[src/rtl/handshake_upsizer.sv]
// Packs RATIO narrow valid/ready beats into one registered wide word.
// s_last closes a partial word early; unwritten lanes are zero with keep cleared.
module handshake_upsizer #(
    parameter int IN_BITS = 8,
    parameter int RATIO   = 4
) (
    input  logic                       clk,
    input  logic                       rst,
    input  logic                       s_valid,
    output logic                       s_ready,
    input  logic [IN_BITS-1:0]         s_data,
    input  logic                       s_last,
    output logic                       m_valid,
    input  logic                       m_ready,
    output logic [IN_BITS*RATIO-1:0]   m_data,
    output logic [RATIO-1:0]           m_keep,
    output logic                       m_last
);

    localparam int              CW      = (RATIO > 1) ? $clog2(RATIO) : 1;
    localparam int              OW      = IN_BITS * RATIO;
    localparam logic [CW-1:0]   CNT_MAX = CW'(RATIO - 1);

    logic [CW-1:0]    cnt;
    logic [OW-1:0]    acc;
    logic [OW-1:0]    acc_w;
    logic [RATIO-1:0] keep;
    logic [RATIO-1:0] keep_w;
    logic             accept;
    logic             complete;
    logic             drain;

    // Held low in reset so upstream never sees a ready during reset.
    assign s_ready  = rst && (!m_valid || m_ready);
    assign accept   = s_valid && s_ready;
    assign complete = accept && ((cnt == CNT_MAX) || s_last);
    assign drain    = m_valid && m_ready;

    // Accumulator view including the beat being accepted this cycle.
    always_comb begin
        acc_w  = acc;
        keep_w = keep;
        for (int i = 0; i < RATIO; i++) begin
            if (cnt == CW'(i)) begin
                acc_w[i*IN_BITS +: IN_BITS] = s_data;
                keep_w[i]                   = 1'b1;
            end
        end
    end

    always_ff @(posedge clk or negedge rst) begin
        if (!rst) begin
            acc  <= '0;
            keep <= '0;
            cnt  <= '0;
        end else if (complete) begin
            acc  <= '0;
            keep <= '0;
            cnt  <= '0;
        end else if (accept) begin
            acc  <= acc_w;
            keep <= keep_w;
            cnt  <= cnt + CW'(1);
        end
    end

    // Reload on a completing beat wins over a drain, giving back-to-back words.
    always_ff @(posedge clk or negedge rst) begin
        if (!rst) begin
            m_valid <= 1'b0;
            m_data  <= '0;
            m_keep  <= '0;
            m_last  <= 1'b0;
        end else if (complete) begin
            m_valid <= 1'b1;
            m_data  <= acc_w;
            m_keep  <= keep_w;
            m_last  <= s_last;
        end else if (drain) begin
            m_valid <= 1'b0;
        end
    end

endmodule
[config.mk]
export PLATFORM = sky130hd
export DESIGN_NAME = handshake_upsizer
export DESIGN_NICKNAME = d
export VERILOG_FILES = /design/src/rtl/handshake_upsizer.sv
export SDC_FILE = /design/constraint.sdc
export NUM_CORES = 1
export LEC_CHECK = 0
export BUFFER_PORTS_ARGS = -buffer_cell sky130_fd_sc_hd__buf_2
export CORE_MARGIN = 2
export CORE_UTILIZATION = 40
export CTS_CLUSTER_DIAMETER = 60
export CTS_CLUSTER_SIZE = 12
export DETAILED_ROUTE_END_ITERATION = 8
export PLACE_DENSITY = 0.62
export SYNTH_ARGS = -nofsm -noshare
export SYNTH_HDL_FRONTEND = slang
export SYNTH_SLANG_ARGS = --single-unit
[constraint.sdc]
create_clock -name clk -period 1.95 [get_ports clk]
set_input_delay 0.0975 -clock clk [delete_from_list [all_inputs] [get_ports clk]]
set_output_delay 0.0975 -clock clk [all_outputs]
set_load 0.01 [all_outputs]
==> impl_metrics.ini, run 1 <==
[synth]
async_flop_share_pct = 100
synthTopCellsByArea = dfrtp_1 (55%), mux2i_1 (9.6%), a31oi_1 (6.9%), a21oi_2 (6.9%), a22o_1 (6.4%)
synth_seq_area_share_pct = 55.4
synth_top_flop_cell = dfrtp_1
synth_top_area_share_pct = 55.4
avgSynthCellArea_um2 = 12.4
yosysTopAreaCell = dfrtp_1
yosys_warnings = 0
yosysUniqueCellTypes = 26
syn_area_um2 = 3430
ys_ff_latch = 76
syn_nets = 294
synth_edf_count = 0
synth_cells = 277

[sta]
clock.fmax_mhz = 562
finalHoldViolations = 0
grt_setup_unrepaired = no
slew_headroom_pct = 61.2
finalCritPeriodShare_pct = 91.3
slew_violations = 0
setup_viol = 0
period_needed_ps = 1780
finalSetupTns_ps = 0
tightest_slew_ps = 582
hold_ws_ps = 50.0
finalClockSkew_ps = 7.60

[clock_network]
cts-root-buf = clkbuf_8
cts.clk_slew.worst_paths_ps = 80
postCtsSetupBuffers = 0
cts.sinks = 76
insertion_delay_ps = 340
cts.htree.levels = 3
cts_tree = done
cts_buffer_depth = 2
numCtsBuffers = 9

[grt]
grt_pass1_vias = 2546
antenna_found_initial = 0
overflow = 0
grt_max_degree = 46
grt_usage_pct = 18.4
grt_pass1_wl_um = 13600

[worst_setup_path]
path_max_fanout = 32
crit_chain = ha_1, or2_4, and3_2, buf_6, a21oi_1
worstPathArrival_ps = 2050
cp_slowest_cell = dfrtp_1
end_kind = register
critPathKind = reg -> reg
crit_required_ps = 2220
max_stage_delay_ps = 410
startpoint_type = register

[cells_and_area]
stdcell_area_um2 = 4040
num_antenna_cells = 0
layout-drive-gt1-share_pct = 34.7
final_cell_mix = dfrtp_1 (76), buf_2 (50), a31oi_1 (38)
num-fill-cells = 755
fin_util_pct = 48.9
finalNetCount = 346
regArea_um2 = 1900
syn2layout_area_growth_pct = 17.7
final_common_cell = dfrtp_1
multi_input_area_um2 = 1370

[floorplanning]
coreArea_um2 = 8260
top_level_ports = 52
initial_core_util_pct = 41.6
fp-row-count = 33
die_x_um = 96.7
dieArea_um2 = 9340
die_y_um = 96.7

[power]
leakagePower_nw = 1.82
power_w = 0.00487
max-vdd-ir-drop_mv = 0.438
power_density_nw_per_um2 = 1210

[placement]
placed_area_um2 = 3780
io_buffers = 51
finalWeightedCongestion = 0.781
dpl.hpwl_um = 5530

[run_status]
outcome = completed

[worst_hold_path]
hp-class = in -> reg

[route]
drtIter0Drc = 135
via_per_inst = 5.54
wl_per_cell_um = 19.2
drc = 0
first_pass_iters = 4
ant_nets = 0
wl_um = 8450
num_vias = 2431

[flow_run]
cap_violations = 0
## synthesized netlist by cell type, drive strengths merged (2+ instances only)
| master | count |
|---|---|
| dfrtp | 76 |
| a31oi | 38 |
| a21oi | 36 |
| mux2i | 33 |
| buf | 26 |
| a22o | 25 |
| nor2b | 9 |
| nor2 | 8 |
| ha | 4 |
| and2 | 3 |
| and4 | 3 |
| o211ai | 3 |
| inv | 2 |
| nand3 | 2 |
| o21ai | 2 |
## logic make-up after synthesis
logic type / synth area share [%]
AOI/OAI and AO/OA: 23.4
DFF: 55.4
muxes: 9.62
and+or+nand+nor: 5.25
buffers and inverters: 4.95
adders and majority gates: 1.46
## state kept, by name (all words and copies together), names as in the netlist
| register | flops |
|---|---|
| acc | 32 |
| m_data | 32 |
| keep | 4 |
| m_keep | 4 |
| cnt | 2 |
| m_last | 1 |
| m_valid | 1 |
## final timing paths
kind | to | startpoint | slack (ps) | cells after the start
min | m_last$_DFFE_PN0P_ | s_last | 50 | 2
min reg2reg | keep[1]$_DFFE_PN0P_ | keep[1]$_DFFE_PN0P_ | 500 | 2
max reg2reg | m_keep[0]$_DFFE_PN0P_ | cnt[0]$_DFFE_PN0P_ | 170 | 5
min in group asynchronous | m_data[20]$_DFFE_PN0P_ | rst | 350 | 3
max | m_keep[0]$_DFFE_PN0P_ | cnt[0]$_DFFE_PN0P_ | 170 | 5
max in group asynchronous | acc[8]$_DFFE_PN0P_ | rst | 640 | 4
## metal layers
layer  wire length (um)  GRT usage, %  vias up
li1                   -             -     1146
met1               3980          25.3     1235
met2               4110          29.7       42
met3                230          2.82        8
met4                122          6.83        0
met5                  0             0        -
## timing repair
item / in CTS / in global routing
setup endpoints to repair: 0 / 10
endpoints found under the hold margin: 31 / 0
hold buffers: 1 / 0
resized for setup: 0 / 1
## power breakdown
| group | switching, W | internal, W | leakage, nW |
|---|---|---|---|
| logic | 0.000736 | 0.000565 | 0.745 |
| clock network | 0.000588 | 0.000885 | 0.122 |
| registers | 0.000189 | 0.00191 | 0.955 |
| total | 0.00151 | 0.00336 | 1.82 |
## critical path, delay by kind of cell, from the launching register on
kind,cells,cell delay (ps)
AND/OR/NAND/NOR,2,650
flip-flops,1,410
adder cells (fa/ha/maj),1,250
buffers and inverters,1,200
AO/OA/AOI/OAI,1,180
## per-stage QoR
step / worst slack [ps] / instances
after CTS: 99.2 / 439
after detailed placement: 125 / 422
after floorplan: 420 / 277
after global placement: 186 / 422
after global routing: 55.7 / 439
final: 169 / 439
## layout make-up
cell class              count  share of cell area (%)
well taps                 105                    3.25
repair buffers             67                    9.50
clock inverters             6                    2.76
inverters                   2                   0.186
clock buffers              10                    3.41
flip-flops and latches     76                    47.1
multi-input cells         173                    33.8
(Power assumes the default switching activity.)
==> run 2: changes to the inputs <==
--- a/config.mk
+++ b/config.mk
@@ -7,11 +7,11 @@
 export LEC_CHECK = 0
 export BUFFER_PORTS_ARGS = -buffer_cell sky130_fd_sc_hd__buf_2
 export CORE_MARGIN = 2
-export CORE_UTILIZATION = 40
+export CORE_UTILIZATION = 45
 export CTS_CLUSTER_DIAMETER = 60
 export CTS_CLUSTER_SIZE = 12
 export DETAILED_ROUTE_END_ITERATION = 8
-export PLACE_DENSITY = 0.62
+export PLACE_DENSITY = 0.68
 export SYNTH_ARGS = -nofsm -noshare
 export SYNTH_HDL_FRONTEND = slang
 export SYNTH_SLANG_ARGS = --single-unit
==> run 2 against run 1 <==
Clock skew up 1.7 ps. Flip-flop and latch count unchanged. Die area down 11%. Utilization up 5.4 points. Cell area down 1.5%. Combinational power about the same. Global-route usage up 1.6 points. Worst setup slack worse by 24 ps. Sequential power about the same. Largest power group unchanged.
==> impl_metrics.ini, run 2 (synthesis gave the netlist of run 1 again) <==
[floorplanning]
initial_core_util_pct = 46.9
top_level_ports = 52
fp-row-count = 31
dieArea_um2 = 8350
die_y_um = 91.4
die_x_um = 91.4
coreArea_um2 = 7330

[route]
wl_per_cell_um = 18.0
drtIter0Drc = 126
first_pass_iters = 4
via_per_inst = 5.72
drc = 0
num_vias = 2467
ant_nets = 0
wl_um = 7740

[sta]
tightest_slew_ps = 629
slew_headroom_pct = 58.1
finalCritPeriodShare_pct = 92.6
setup_viol = 0
timing.final.ws_setup_ps = 145
finalHoldViolations = 0
period_needed_ps = 1810
finalClockSkew_ps = 9.34
finalSetupTns_ps = 0
slew_violations = 0
grt_setup_unrepaired = no
clock.fmax_mhz = 554

[worst_setup_path]
worstPathArrival_ps = 2070
path_max_fanout = 27
r2r-start = cnt[0]$_DFFE_PN0P_
crit_chain = ha_1, or2_4, and3_2, buf_4, a21oi_1
max_stage_delay_ps = 410
cp_slowest_cell = dfrtp_1
crit_path_end = m_data[2]$_DFFE_PN0P_
end_kind = register
r2r_slack_ps = 140
rr_worst_depth = 5
critPathKind = reg -> reg
crit_family = simple AND/OR/NAND/NOR gates
crit_required_ps = 2210
crit_start = cnt[0]$_DFFE_PN0P_
startpoint_type = register
crit_cells = 5
crit_buf_inv = 1
reg2reg_to = m_data[2]$_DFFE_PN0P_

[power]
power_density_nw_per_um2 = 1170
max-vdd-ir-drop_mv = 0.482
leakagePower_nw = 1.80

[grt]
grt_max_degree = 51
grt_usage_pct = 20.0
grt_pass1_wl_um = 12800
overflow = 0
grt_pass1_vias = 2390
antenna_found_initial = 0

[cells_and_area]
reg_top3 = acc x32, m_data x32
num_antenna_cells = 0
finalNetCount = 344
layout-drive-gt1-share_pct = 34.0
final_cell_mix = dfrtp_1 (76), buf_2 (50), a31oi_1 (38)
final_common_cell = dfrtp_1
stdcell_area_um2 = 3980
syn2layout_area_growth_pct = 16.0

[clock_network]
cts_resized = 0
postCtsHoldBufs = 1
cts_buffer_depth = 2
cts.sinks = 76
cts.htree.levels = 3
cts.clk_slew.worst_paths_ps = 70
numCtsBuffers = 9
cts_tree = done
cts-root-buf = clkbuf_8
postCtsSetupBuffers = 0
insertion_delay_ps = 340

[worst_hold_path]
whs_path_depth = 2
hp-class = in -> reg

[placement]
io_buffers = 51
placed_area_um2 = 3760
preCtsSetupSlack_ps = 172
finalWeightedCongestion = 0.771
dpl.hpwl_um = 5130

[flow_run]
cap_violations = 0

[run_status]
outcome = completed
## run 2: cell types whose count changed in the layout (fill, tap and decap cells not counted)
cell,before,now
clkinv_2,1,3
buf_4,15,14
buf_6,1,0
bufinv_16,3,2
clkbuf_1,0,1
clkinv_4,1,0
clkinvlp_4,1,0
## run 2: report_power, final
group / total [W] / switching [W] / internal, W
clock network: 0.00131 / 0.000556 / 0.000750
logic: 0.00128 / 0.000719 / 0.000562
registers: 0.00209 / 0.000184 / 0.00191
## run 2: area by class of cell
type	count	area [um2]
repair buffers	65	365
well taps	99	124
fillers	639	3350
inverters	2	7.51
multi-input cells	173	1370
flip-flops and latches	76	1900
clock inverters	5	75.1
clock buffers	11	141
## run 2: stage by stage
stage	util (%)	total power [W]	std cells	hold WS, ps
2_1_floorplan	-	0.00295	277	-198
3_3_place_gp	51.2	0.00339	414	260
3_5_place_dp	51.2	0.00341	414	253
4_1_cts	54.3	0.00472	431	41.4
5_1_grt	54.3	0.00496	431	54.9
6_report	54.3	0.00468	431	53.4
## run 2: how the worst min path moves through the flow
stage | start | to | slack [ps]
after CTS | s_last | m_last$_DFFE_PN0P_ | 40
after global routing | s_last | m_last$_DFFE_PN0P_ | 50
after floorplan | rst | acc[0]$_DFFE_PN0P_ | -200
after detailed placement | rst | acc[20]$_DFFE_PN0P_ | 250
final | s_last | m_last$_DFFE_PN0P_ | 50
after global placement | rst | m_data[16]$_DFFE_PN0P_ | 260
## run 2: layer usage
metal / GRT usage (%) / up-vias / wire [um]
met4: 8.96 / 0 / 173
li1: - / 1143 / -
met1: 28.8 / 1233 / 3660
met3: 2.82 / 14 / 310
met5: 0 / - / 0
met2: 30.2 / 77 / 3600
==> run 3: changes to the inputs <==
--- a/config.mk
+++ b/config.mk
@@ -7,11 +7,11 @@
 export LEC_CHECK = 0
 export BUFFER_PORTS_ARGS = -buffer_cell sky130_fd_sc_hd__buf_2
 export CORE_MARGIN = 2
-export CORE_UTILIZATION = 45
+export CORE_UTILIZATION = 25
 export CTS_CLUSTER_DIAMETER = 60
 export CTS_CLUSTER_SIZE = 12
 export DETAILED_ROUTE_END_ITERATION = 8
-export PLACE_DENSITY = 0.68
+export PLACE_DENSITY = 0.44
 export SYNTH_ARGS = -nofsm -noshare
 export SYNTH_HDL_FRONTEND = slang
 export SYNTH_SLANG_ARGS = --single-unit
==> constraint.sdc (replaced) <==
create_clock -name clk -period 1.95 [get_ports clk]
set_input_delay 0.39 -clock clk [delete_from_list [all_inputs] [get_ports clk]]
set_output_delay 0.39 -clock clk [all_outputs]
set_load 0.01 [all_outputs]
==> run 3 against run 2 <==
Final cell count is 18% higher. Maximum frequency up 4.5%. Non-clock buffer count grew 2. First-iteration DRC count grew 13%. Register-to-register slack better by 80 ps. Sequential share of layout area fell by 2.6 points. Critical endpoint unchanged. Largest power group unchanged. Highest routed layer unchanged.
==> impl_metrics.ini, run 3 (synthesis gave the netlist of run 1 again) <==
[grt]
use_met2_pct = 20.5
antenna_found_initial = 0
met1_usage_pct = 18.7
grt_pass1_vias = 2440
grt-busiest-layer = met2
met3_usage_pct = 3.24
grt_pass1_wl_um = 14700
grt_usage_pct = 13.4
grt_max_degree = 43
overflow = 0

[cells_and_area]
syn2layout_area_growth_pct = 22.7
final_cell_mix = dfrtp_1 (76), buf_2 (50), a31oi_1 (38)
num_antenna_cells = 0
layout-drive-gt1-share_pct = 34.8
reg_top3 = acc x32, m_data x32
final_common_cell = dfrtp_1
finalNetCount = 346

[floorplanning]
die_y_um = 121
die_x_um = 121
top_level_ports = 52
initial_core_util_pct = 25.7
coreArea_um2 = 13300
dieArea_um2 = 14700
fp-row-count = 42

[clock_network]
insertion_delay_ps = 330
cts.sinks = 76
cts_tree = done
cts-root-buf = clkbuf_16
cts.htree.levels = 3
postCtsSetupBuffers = 0
postCtsHoldBufs = 0
cts_resized = 0
numCtsBuffers = 9
cts.clk_slew.worst_paths_ps = 60
cts_buffer_depth = 2

[worst_hold_path]
hp-class = in -> async

[power]
max-vdd-ir-drop_mv = 0.410
leakagePower_nw = 1.86
power_density_nw_per_um2 = 1250

[sta]
finalClockSkew_ps = 6.85
finalCritPeriodShare_pct = 88.6
setup_viol = 0
slew_violations = 0
period_needed_ps = 1730
tightest_slew_ps = 566
slew_headroom_pct = 62.2
grt_setup_unrepaired = no
hold_ws_ps = 171
finalSetupTns_ps = 0
clock.fmax_mhz = 579
finalHoldViolations = 0

[worst_setup_path]
r2r-start = cnt[0]$_DFFE_PN0P_
max_stage_delay_ps = 400
crit_buf_inv = 1
path_max_fanout = 35
r2r_slack_ps = 220
worstPathArrival_ps = 1980
crit_start = cnt[0]$_DFFE_PN0P_
crit_required_ps = 2200
rr_worst_depth = 5
end_kind = register
reg2reg_to = m_data[2]$_DFFE_PN0P_
crit_chain = ha_1, or2_4, and3_2, buf_12, a21oi_1
crit_family = simple AND/OR/NAND/NOR gates
cp_slowest_cell = dfrtp_1
critPathKind = reg -> reg
startpoint_type = register

[placement]
io_buffers = 51
finalWeightedCongestion = 0.743
dpl.hpwl_um = 6130

[route]
drtIter0Drc = 142
wl_per_cell_um = 18.5
num_vias = 2470
ant_nets = 0
first_pass_iters = 4
via_per_inst = 4.85
wl_um = 9410
drc = 0

[flow_run]
cap_violations = 0

[run_status]
outcome = completed
==> run 3: changes by cell type in the layout (fill, tap and decap cells not counted) <==
cell,change
clkbuf_8,-8
clkinv_2,-2
clkbuf_16,+9
buf_4,+2
buf_12,+1
clkinvlp_4,+1
dlygate4sd3_1,-1
clkbuf_1,-1
==> run 3: area by class of cell <==
class | count | area [um2]
repair buffers | 67 | 390
well taps | 176 | 220
clock inverters | 4 | 72.6
fillers | 1397 | 9140
clock buffers | 11 | 253
multi-input cells | 173 | 1370
inverters | 2 | 7.51
flip-flops and latches | 76 | 1900
==> run 3: metrics by stage <==
| stage | setup WS (ps) | util [%] | power, W | cell area, um2 | instances |
|---|---|---|---|---|---|
| floorplan | 420 | - | 0.00295 | 3430 | 277 |
| global placement | 261 | 29.1 | 0.00346 | 3890 | 494 |
| detailed placement | 227 | 29.1 | 0.00347 | 3890 | 494 |
| CTS | 207 | 31.6 | 0.00533 | 4210 | 509 |
| global route | 74.4 | 31.6 | 0.00554 | 4210 | 509 |
| finish | 222 | 31.6 | 0.00525 | 4210 | 509 |
==> run 3: how the worst max path moves through the flow <==
stage / depth (start not counted) / slack, ps / to
floorplan: 6 / 420 / m_data[10]$_DFFE_PN0P_
CTS: 5 / 210 / m_data[2]$_DFFE_PN0P_
detailed placement: 4 / 230 / acc[1]$_DFFE_PN0P_
global route: 4 / 70 / acc[1]$_DFFE_PN0P_
finish: 5 / 220 / m_data[2]$_DFFE_PN0P_
global placement: 5 / 260 / acc[9]$_DFFE_PN0P_
==> run 3: report_power, final <==
group	switching [W]	internal, W
clock	0.000651	0.00118
sequential	0.000191	0.00191
combinational	0.000743	0.000570
==> run 3: per-layer routing <==
layer / part of all wire (%) / routed length, um
met1: 47 / 4450
met2: 47 / 4430
met3: 4.6 / 429
met4: 1.0 / 96
met5: 0 / 0
